`src/rtl/dmem_arbiter_if.sv`:
```
// Two-master data-memory arbitration bus: both master request/response ports plus the
// single-ported memory side. The arbiter takes the slave view.
interface dmem_arbiter_if;
  logic        m0_req,   m1_req;
  logic        m0_we,    m1_we;
  logic [3:0]  m0_sel,   m1_sel;
  logic [31:0] m0_addr,  m1_addr;
  logic [31:0] m0_wdata, m1_wdata;
  logic        m0_lock,  m1_lock;
  logic        m0_gnt,   m1_gnt;
  logic        m0_rvalid, m1_rvalid;
  logic [31:0] m0_rdata, m1_rdata;
  logic        mem_rd_req_o;
  logic [31:0] mem_rd_addr_o;
  logic [31:0] mem_rd_data_i;
  logic        mem_wr_req_o;
  logic [3:0]  mem_wr_sel_o;
  logic [31:0] mem_wr_addr_o, mem_wr_data_o;

  modport slave (
    input  m0_req, m1_req, m0_we, m1_we, m0_sel, m1_sel, m0_addr, m1_addr,
           m0_wdata, m1_wdata, m0_lock, m1_lock, mem_rd_data_i,
    output m0_gnt, m1_gnt, m0_rvalid, m1_rvalid, m0_rdata, m1_rdata,
           mem_rd_req_o, mem_rd_addr_o, mem_wr_req_o, mem_wr_sel_o,
           mem_wr_addr_o, mem_wr_data_o
  );

  modport master (
    output m0_req, m1_req, m0_we, m1_we, m0_sel, m1_sel, m0_addr, m1_addr,
           m0_wdata, m1_wdata, m0_lock, m1_lock, mem_rd_data_i,
    input  m0_gnt, m1_gnt, m0_rvalid, m1_rvalid, m0_rdata, m1_rdata,
           mem_rd_req_o, mem_rd_addr_o, mem_wr_req_o, mem_wr_sel_o,
           mem_wr_addr_o, mem_wr_data_o
  );
endinterface

```
`src/rtl/dmem_arbiter.sv`:
```
// Core/debug data-memory arbiter: round-robin on ties, optional bus lock with a
// timeout that forces release and raises a sticky lock_err.
module dmem_arbiter #(
  parameter int LOCK_MAX = 16
) (
  input  logic          clk,
  input  logic          rst,
  dmem_arbiter_if.slave bus,
  output logic          lock_err
);
  localparam int CW = $clog2(LOCK_MAX + 1);

  typedef enum logic [1:0] {IDLE, LOCK0, LOCK1} state_t;

  state_t            r_state;
  logic              r_rr_last;
  logic [CW-1:0]     r_lock_cnt;
  logic              r_lock_err;
  logic              r_rvalid [2];
  logic [31:0]       r_rdata  [2];

  logic [1:0]        w_req, w_we, w_lock, w_gnt;
  logic [1:0][3:0]   w_sel;
  logic [1:0][31:0]  w_addr, w_wdata;
  logic              w_idx, w_any, w_rd, w_wr;

  assign w_req   = {bus.m1_req,   bus.m0_req};
  assign w_we    = {bus.m1_we,    bus.m0_we};
  assign w_lock  = {bus.m1_lock,  bus.m0_lock};
  assign w_sel   = {bus.m1_sel,   bus.m0_sel};
  assign w_addr  = {bus.m1_addr,  bus.m0_addr};
  assign w_wdata = {bus.m1_wdata, bus.m0_wdata};

  // Grant is combinational; a tie goes to whichever master was not granted last.
  always_comb begin
    w_gnt = '0;
    if (!rst) begin
      case (r_state)
        IDLE:    w_gnt = (w_req == 2'b11) ? (r_rr_last ? 2'b01 : 2'b10) : w_req;
        LOCK0:   w_gnt = {1'b0, w_req[0]};
        LOCK1:   w_gnt = {w_req[1], 1'b0};
        default: w_gnt = '0;
      endcase
    end
  end

  assign w_idx = w_gnt[1];
  assign w_any = |w_gnt;
  assign w_rd  = w_any & ~w_we[w_idx];
  assign w_wr  = w_any &  w_we[w_idx];

  assign bus.m0_gnt        = w_gnt[0];
  assign bus.m1_gnt        = w_gnt[1];
  assign bus.mem_rd_req_o  = w_rd;
  assign bus.mem_rd_addr_o = w_rd ? w_addr[w_idx]  : '0;
  assign bus.mem_wr_req_o  = w_wr;
  assign bus.mem_wr_sel_o  = w_wr ? w_sel[w_idx]   : '0;
  assign bus.mem_wr_addr_o = w_wr ? w_addr[w_idx]  : '0;
  assign bus.mem_wr_data_o = w_wr ? w_wdata[w_idx] : '0;

  always_ff @(posedge clk or posedge rst) begin
    if (rst) begin
      r_state    <= IDLE;
      r_rr_last  <= 1'b1;
      r_lock_cnt <= '0;
      r_lock_err <= 1'b0;
    end else begin
      if (w_any) r_rr_last <= w_idx;
      case (r_state)
        IDLE: begin
          if (w_any && w_lock[w_idx]) begin
            r_state    <= w_idx ? LOCK1 : LOCK0;
            r_lock_cnt <= '0;
          end
        end
        LOCK0, LOCK1: begin
          // Timeout wins over a still-asserted lock.
          if (r_lock_cnt == CW'(LOCK_MAX)) begin
            r_state    <= IDLE;
            r_lock_err <= 1'b1;
          end else if (!w_lock[r_state == LOCK1]) begin
            r_state <= IDLE;
          end
          r_lock_cnt <= r_lock_cnt + CW'(1);
        end
        default: r_state <= IDLE;
      endcase
    end
  end

  always_ff @(posedge clk or posedge rst) begin
    if (rst) begin
      for (int i = 0; i < 2; i++) begin
        r_rvalid[i] <= 1'b0;
        r_rdata[i]  <= '0;
      end
    end else begin
      for (int i = 0; i < 2; i++) begin
        r_rvalid[i] <= w_gnt[i] & ~w_we[i];
        if (w_gnt[i] && !w_we[i]) r_rdata[i] <= bus.mem_rd_data_i;
      end
    end
  end

  assign bus.m0_rvalid = r_rvalid[0];
  assign bus.m1_rvalid = r_rvalid[1];
  assign bus.m0_rdata  = r_rdata[0];
  assign bus.m1_rdata  = r_rdata[1];
  assign lock_err      = r_lock_err;
endmodule

```
`src/flat_wrapper.sv`:
```
// flat-port wrapper written by rule: the top's interface ports become plain ports
module dmem_arbiter_flat 
#(
  parameter int LOCK_MAX = 16
)
  (clk, rst, lock_err, bus_m0_req, bus_m1_req, bus_m0_we, bus_m1_we, bus_m0_sel, bus_m1_sel, bus_m0_addr, bus_m1_addr, bus_m0_wdata, bus_m1_wdata, bus_m0_lock, bus_m1_lock, bus_mem_rd_data_i, bus_m0_gnt, bus_m1_gnt, bus_m0_rvalid, bus_m1_rvalid, bus_m0_rdata, bus_m1_rdata, bus_mem_rd_req_o, bus_mem_rd_addr_o, bus_mem_wr_req_o, bus_mem_wr_sel_o, bus_mem_wr_addr_o, bus_mem_wr_data_o);
  dmem_arbiter_if bus_i ();
  input  logic clk;
  input  logic rst;
  output logic lock_err;
  input wire logic [$bits(bus_i.m0_req)-1:0] bus_m0_req;
  input wire logic [$bits(bus_i.m1_req)-1:0] bus_m1_req;
  input wire logic [$bits(bus_i.m0_we)-1:0] bus_m0_we;
  input wire logic [$bits(bus_i.m1_we)-1:0] bus_m1_we;
  input wire logic [$bits(bus_i.m0_sel)-1:0] bus_m0_sel;
  input wire logic [$bits(bus_i.m1_sel)-1:0] bus_m1_sel;
  input wire logic [$bits(bus_i.m0_addr)-1:0] bus_m0_addr;
  input wire logic [$bits(bus_i.m1_addr)-1:0] bus_m1_addr;
  input wire logic [$bits(bus_i.m0_wdata)-1:0] bus_m0_wdata;
  input wire logic [$bits(bus_i.m1_wdata)-1:0] bus_m1_wdata;
  input wire logic [$bits(bus_i.m0_lock)-1:0] bus_m0_lock;
  input wire logic [$bits(bus_i.m1_lock)-1:0] bus_m1_lock;
  input wire logic [$bits(bus_i.mem_rd_data_i)-1:0] bus_mem_rd_data_i;
  output wire logic [$bits(bus_i.m0_gnt)-1:0] bus_m0_gnt;
  output wire logic [$bits(bus_i.m1_gnt)-1:0] bus_m1_gnt;
  output wire logic [$bits(bus_i.m0_rvalid)-1:0] bus_m0_rvalid;
  output wire logic [$bits(bus_i.m1_rvalid)-1:0] bus_m1_rvalid;
  output wire logic [$bits(bus_i.m0_rdata)-1:0] bus_m0_rdata;
  output wire logic [$bits(bus_i.m1_rdata)-1:0] bus_m1_rdata;
  output wire logic [$bits(bus_i.mem_rd_req_o)-1:0] bus_mem_rd_req_o;
  output wire logic [$bits(bus_i.mem_rd_addr_o)-1:0] bus_mem_rd_addr_o;
  output wire logic [$bits(bus_i.mem_wr_req_o)-1:0] bus_mem_wr_req_o;
  output wire logic [$bits(bus_i.mem_wr_sel_o)-1:0] bus_mem_wr_sel_o;
  output wire logic [$bits(bus_i.mem_wr_addr_o)-1:0] bus_mem_wr_addr_o;
  output wire logic [$bits(bus_i.mem_wr_data_o)-1:0] bus_mem_wr_data_o;
  assign bus_i.m0_req = bus_m0_req;
  assign bus_i.m1_req = bus_m1_req;
  assign bus_i.m0_we = bus_m0_we;
  assign bus_i.m1_we = bus_m1_we;
  assign bus_i.m0_sel = bus_m0_sel;
  assign bus_i.m1_sel = bus_m1_sel;
  assign bus_i.m0_addr = bus_m0_addr;
  assign bus_i.m1_addr = bus_m1_addr;
  assign bus_i.m0_wdata = bus_m0_wdata;
  assign bus_i.m1_wdata = bus_m1_wdata;
  assign bus_i.m0_lock = bus_m0_lock;
  assign bus_i.m1_lock = bus_m1_lock;
  assign bus_i.mem_rd_data_i = bus_mem_rd_data_i;
  assign bus_m0_gnt = bus_i.m0_gnt;
  assign bus_m1_gnt = bus_i.m1_gnt;
  assign bus_m0_rvalid = bus_i.m0_rvalid;
  assign bus_m1_rvalid = bus_i.m1_rvalid;
  assign bus_m0_rdata = bus_i.m0_rdata;
  assign bus_m1_rdata = bus_i.m1_rdata;
  assign bus_mem_rd_req_o = bus_i.mem_rd_req_o;
  assign bus_mem_rd_addr_o = bus_i.mem_rd_addr_o;
  assign bus_mem_wr_req_o = bus_i.mem_wr_req_o;
  assign bus_mem_wr_sel_o = bus_i.mem_wr_sel_o;
  assign bus_mem_wr_addr_o = bus_i.mem_wr_addr_o;
  assign bus_mem_wr_data_o = bus_i.mem_wr_data_o;
  dmem_arbiter #(.LOCK_MAX(LOCK_MAX)) u_core (.clk(clk), .rst(rst), .bus(bus_i), .lock_err(lock_err));
endmodule
```
`config.mk`:
```
export PLATFORM = sky130hd
export DESIGN_NAME = dmem_arbiter_flat
export DESIGN_NICKNAME = d
export VERILOG_FILES = /design/src/rtl/dmem_arbiter_if.sv /design/src/rtl/dmem_arbiter.sv /design/src/flat_wrapper.sv
export SDC_FILE = /design/constraint.sdc
export NUM_CORES = 1
export LEC_CHECK = 0
export CORE_AREA = 2 2 136 138
export DETAILED_ROUTE_END_ITERATION = 8
export DIE_AREA = 0 0 138 140
export GPL_TIMING_DRIVEN = 0
export SETUP_SLACK_MARGIN = 0.02
export SLEW_MARGIN = 0
export SYNTH_ARGS = -nofsm -noshare
export SYNTH_HDL_FRONTEND = slang
export SYNTH_SLANG_ARGS = --single-unit
```
`constraint.sdc`:
```
create_clock -name clk -period 2.65 [get_ports clk]
set_clock_uncertainty 0.2 [all_clocks]
set_input_delay 0.53 -clock clk [delete_from_list [all_inputs] [get_ports clk]]
set_output_delay 0.53 -clock clk [all_outputs]
set_load 0.05 [all_outputs]
```
==> qor.yml <==
synth:
  yosysWarnings: 0
  synth.top_cell.area_share: 0.443
  postSynthCellCount: 501
  ys.flop_type: "dfrtp_1"
  yosysSeqAreaShare: 0.450
  avgSynthCellArea_sq_um: 8.34
  yosysMostFrequentCell: "nand2_1"
  synthesis.nets: 684
  synth_area_sq_mm: 0.00418
  async_reset_ff_frac: 1.00
  yosys-top-cells-count: "173 x nand2_1, 74 x dfrtp_1, 69 x nor2_1"
  ys_types: 33
  synth_edf_count: 0
  synth_seq_cells: 75
  synthTopCellsByArea: "dfrtp_1 44%, nand2_1 16%, mux2_2 8.6%, mux2i_1 7.9%, nor2_1 6.2%"
  yosysTopAreaCell: "dfrtp_1"
cts:
  htreeDepth: 3
  cts_made_buffers: 9
  cts.sinks: 75
  clk_latency_ns: 0.32
  clkTransAtPathRegs_ns: 0.06
  cts_root_buf: "clkbuf_16"
  cts_tree: "done"
  clk_path_buf_depth: 2
  hold_buffers: 0
sta:
  worst_pin_slew_ns: 0.560
  min_period_ns: 3.12
  setup_violations: 108
  finalCritPeriodShare: 1.18
  rsz0062_at_grt: "true"
  timing.fmax_ghz: 0.321
  relSlewSlack: 0.625
  whs_ns: 0.230
  drv_slew: 0
  finalHoldViolCount: 0
  finalWorstSetupSlack_ns: -0.470
pwr:
  seqPwrFrac: 0.176
  internal_power_uw: 5620
  p_leak_uw: 0.00439
  worst_ir_drop_vdd_mv: 0.983
  p_total_uw: 11300
  p_switching_uw: 5680
  power_frac_comb: 0.721
  switching_share: 0.503
  clockPowerShare: 0.103
  power.density_mw_per_mm2: 1060
global_route:
  grt_max_degree: 31
  grt_overflow: 0
  grt_pass1_vias: 5471
  antenna_found_initial: 1
  grt.total_usage: 0.215
  grt_pass1_wl_um: 32500
floorplan:
  dieWidth_um: 138
  ioPinCount: 347
  die_y_um: 140
  core_area_sq_mm: 0.0178
  rows: 49
  dieArea_sq_mm: 0.0193
  start_util: 0.235
detailed_routing:
  wl_per_cell_um: 18.9
  drc: 0
  first_iter_violations: 192
  routed_wl_um: 21500
  viasPerCell: 4.51
  num_vias: 5129
  postRouteAntennaNets: 0
  first_pass_iters: 4
flow_run:
  cap_violations: 0
min_path:
  hp-class: "input port to asynchronous set/reset pin"
run_status:
  status: "finished, violations left"
  violations: "setup timing"
worst_setup_path:
  crit_path_end_kind: "output pin"
  required_ns: 1.92
  crit_path_max_fanout: 6
  cp-start-kind: "flip-flop"
  crit_type: "flip-flop to output pin"
  reg2regPathDepth: 12
  critPathArrivalTime_ns: 2.39
finish:
  fin_nets: 1084
  design_area_sq_mm: 0.0106
  drive_gt1_frac: 0.413
  area_growth_pct: 155
  post-route-util: 0.599
place:
  place_congestion: 0.899
  dpl_cell_area_sq_mm: 0.00896
  port_buffers: 346
  dp_hpwl_um: 16700
cells by family after synthesis:
| family | after synthesis | share of synthesized area |
|---|---|---|
| and+or+nand+nor | 257 | 0.242 |
| DFF | 75 | 0.450 |
| muxes | 65 | 0.165 |
| AOI/OAI and AO/OA | 55 | 0.0818 |
| buffers and inverters | 42 | 0.0404 |
| adders and majority gates | 7 | 0.0210 |
path summary, 6_finish.rpt:
check | endpoint | from | slack (ns)
max | bus_mem_wr_req_o | u_core.r_state[0]$_DFFE_PP0P_ | -0.47
min | u_core.bus.m0_rdata[16]$_DFFE_PP0P_ | rst | 0.23
max reg2reg | u_core.r_lock_cnt[3]$_DFFE_PP0P_ | u_core.r_state[0]$_DFFE_PP0P_ | -0.08
min reg2reg | u_core.lock_err$_DFFE_PP0P_ | u_core.lock_err$_DFFE_PP0P_ | 0.26
max in group asynchronous | u_core.bus.m0_rdata[29]$_DFFE_PP0P_ | rst | 1.31
min in group clk | u_core.lock_err$_DFFE_PP0P_ | u_core.lock_err$_DFFE_PP0P_ | 0.26
power by group through the flow:
stage                     Combinational (uW)  Clock, uW  Sequential (uW)
after floorplan                         2970          0             3660
after global placement                  6860          0             1970
after detailed placement                6950          0             2000
after CTS                               7790       1200             1990
after global routing                    8490       1260             2060
final                                   8150       1170             1990
critical path, stage by stage, from the launching register on:
cell        delay, ns
dfrtp_1          0.40
inv_2            0.09
ha_4             0.17
a21boi_4         0.14
o21ai_4          0.22
inv_4            0.08
buf_6            0.12
a22oi_2          0.18
buf_6            0.17
buf_12           0.13
buf_16           0.13
clkinvlp_4       0.08
buf_6            0.15
registers in the layout (all words and copies together), names as in the netlist:
signal,cells
u_core.bus.m1_rvalid,1
u_core.bus.m0_rdata,32
u_core.r_lock_cnt,5
u_core.r_rr_last,1
u_core.lock_err,1
u_core.bus.m0_rvalid,1
u_core.bus.m1_rdata,32
u_core.r_state,2
cell type report:
class | count | area, sq um
diodes | 1 | 2.50
plain buffers | 29 | 393
clock buffers | 13 | 270
clock inverters | 3 | 21.3
fillers | 1469 | 7130
inverters | 10 | 58.8
multi-input cells | 384 | 3500
flip-flops and latches | 75 | 1880
well taps | 229 | 287
repair buffers | 392 | 4230
cell usage in the layout (no fill, tap or decap), types with 30 or more instances in the layout:
cell,Yosys,final
nand2_1,173,172
buf_8,0,44
buf_4,0,49
a21oi_4,0,38
nor2_4,0,63
mux2i_4,0,30
dfrtp_1,74,74
buf_6,0,48
clkdlybuf4s50_1,0,239
mux2_2,32,32
layer usage:
| layer | vias up | track usage | wire, um |
|---|---|---|---|
| met5 | - | 0 | 0 |
| met4 | 0 | 0.0747 | 616 |
| met3 | 36 | 0.0438 | 1120 |
| met2 | 201 | 0.368 | 10800 |
| met1 | 2443 | 0.271 | 8940 |
| li1 | 2449 | - | - |
metrics by stage:
| step | TNS (ns) | std cells | worst slack [ns] |
|---|---|---|---|
| global route | -55.89 | 1136 | -0.587 |
| global placement | -173.64 | 1076 | -1.65 |
| CTS | -47.13 | 1126 | -0.513 |
| detailed placement | -178.80 | 1078 | -1.73 |
| floorplan | -5.03 | 501 | -0.126 |
| finish | -43.82 | 1136 | -0.470 |
repair_timing:
action	in CTS	in global routing
endpoints found under the hold margin	0	0
resized for setup	812	88
buffers inserted	29	8
endpoints found under the setup margin	138	107
pin swaps	33	19
gates cloned	6	3
Power figures use the tool's default switching activity.
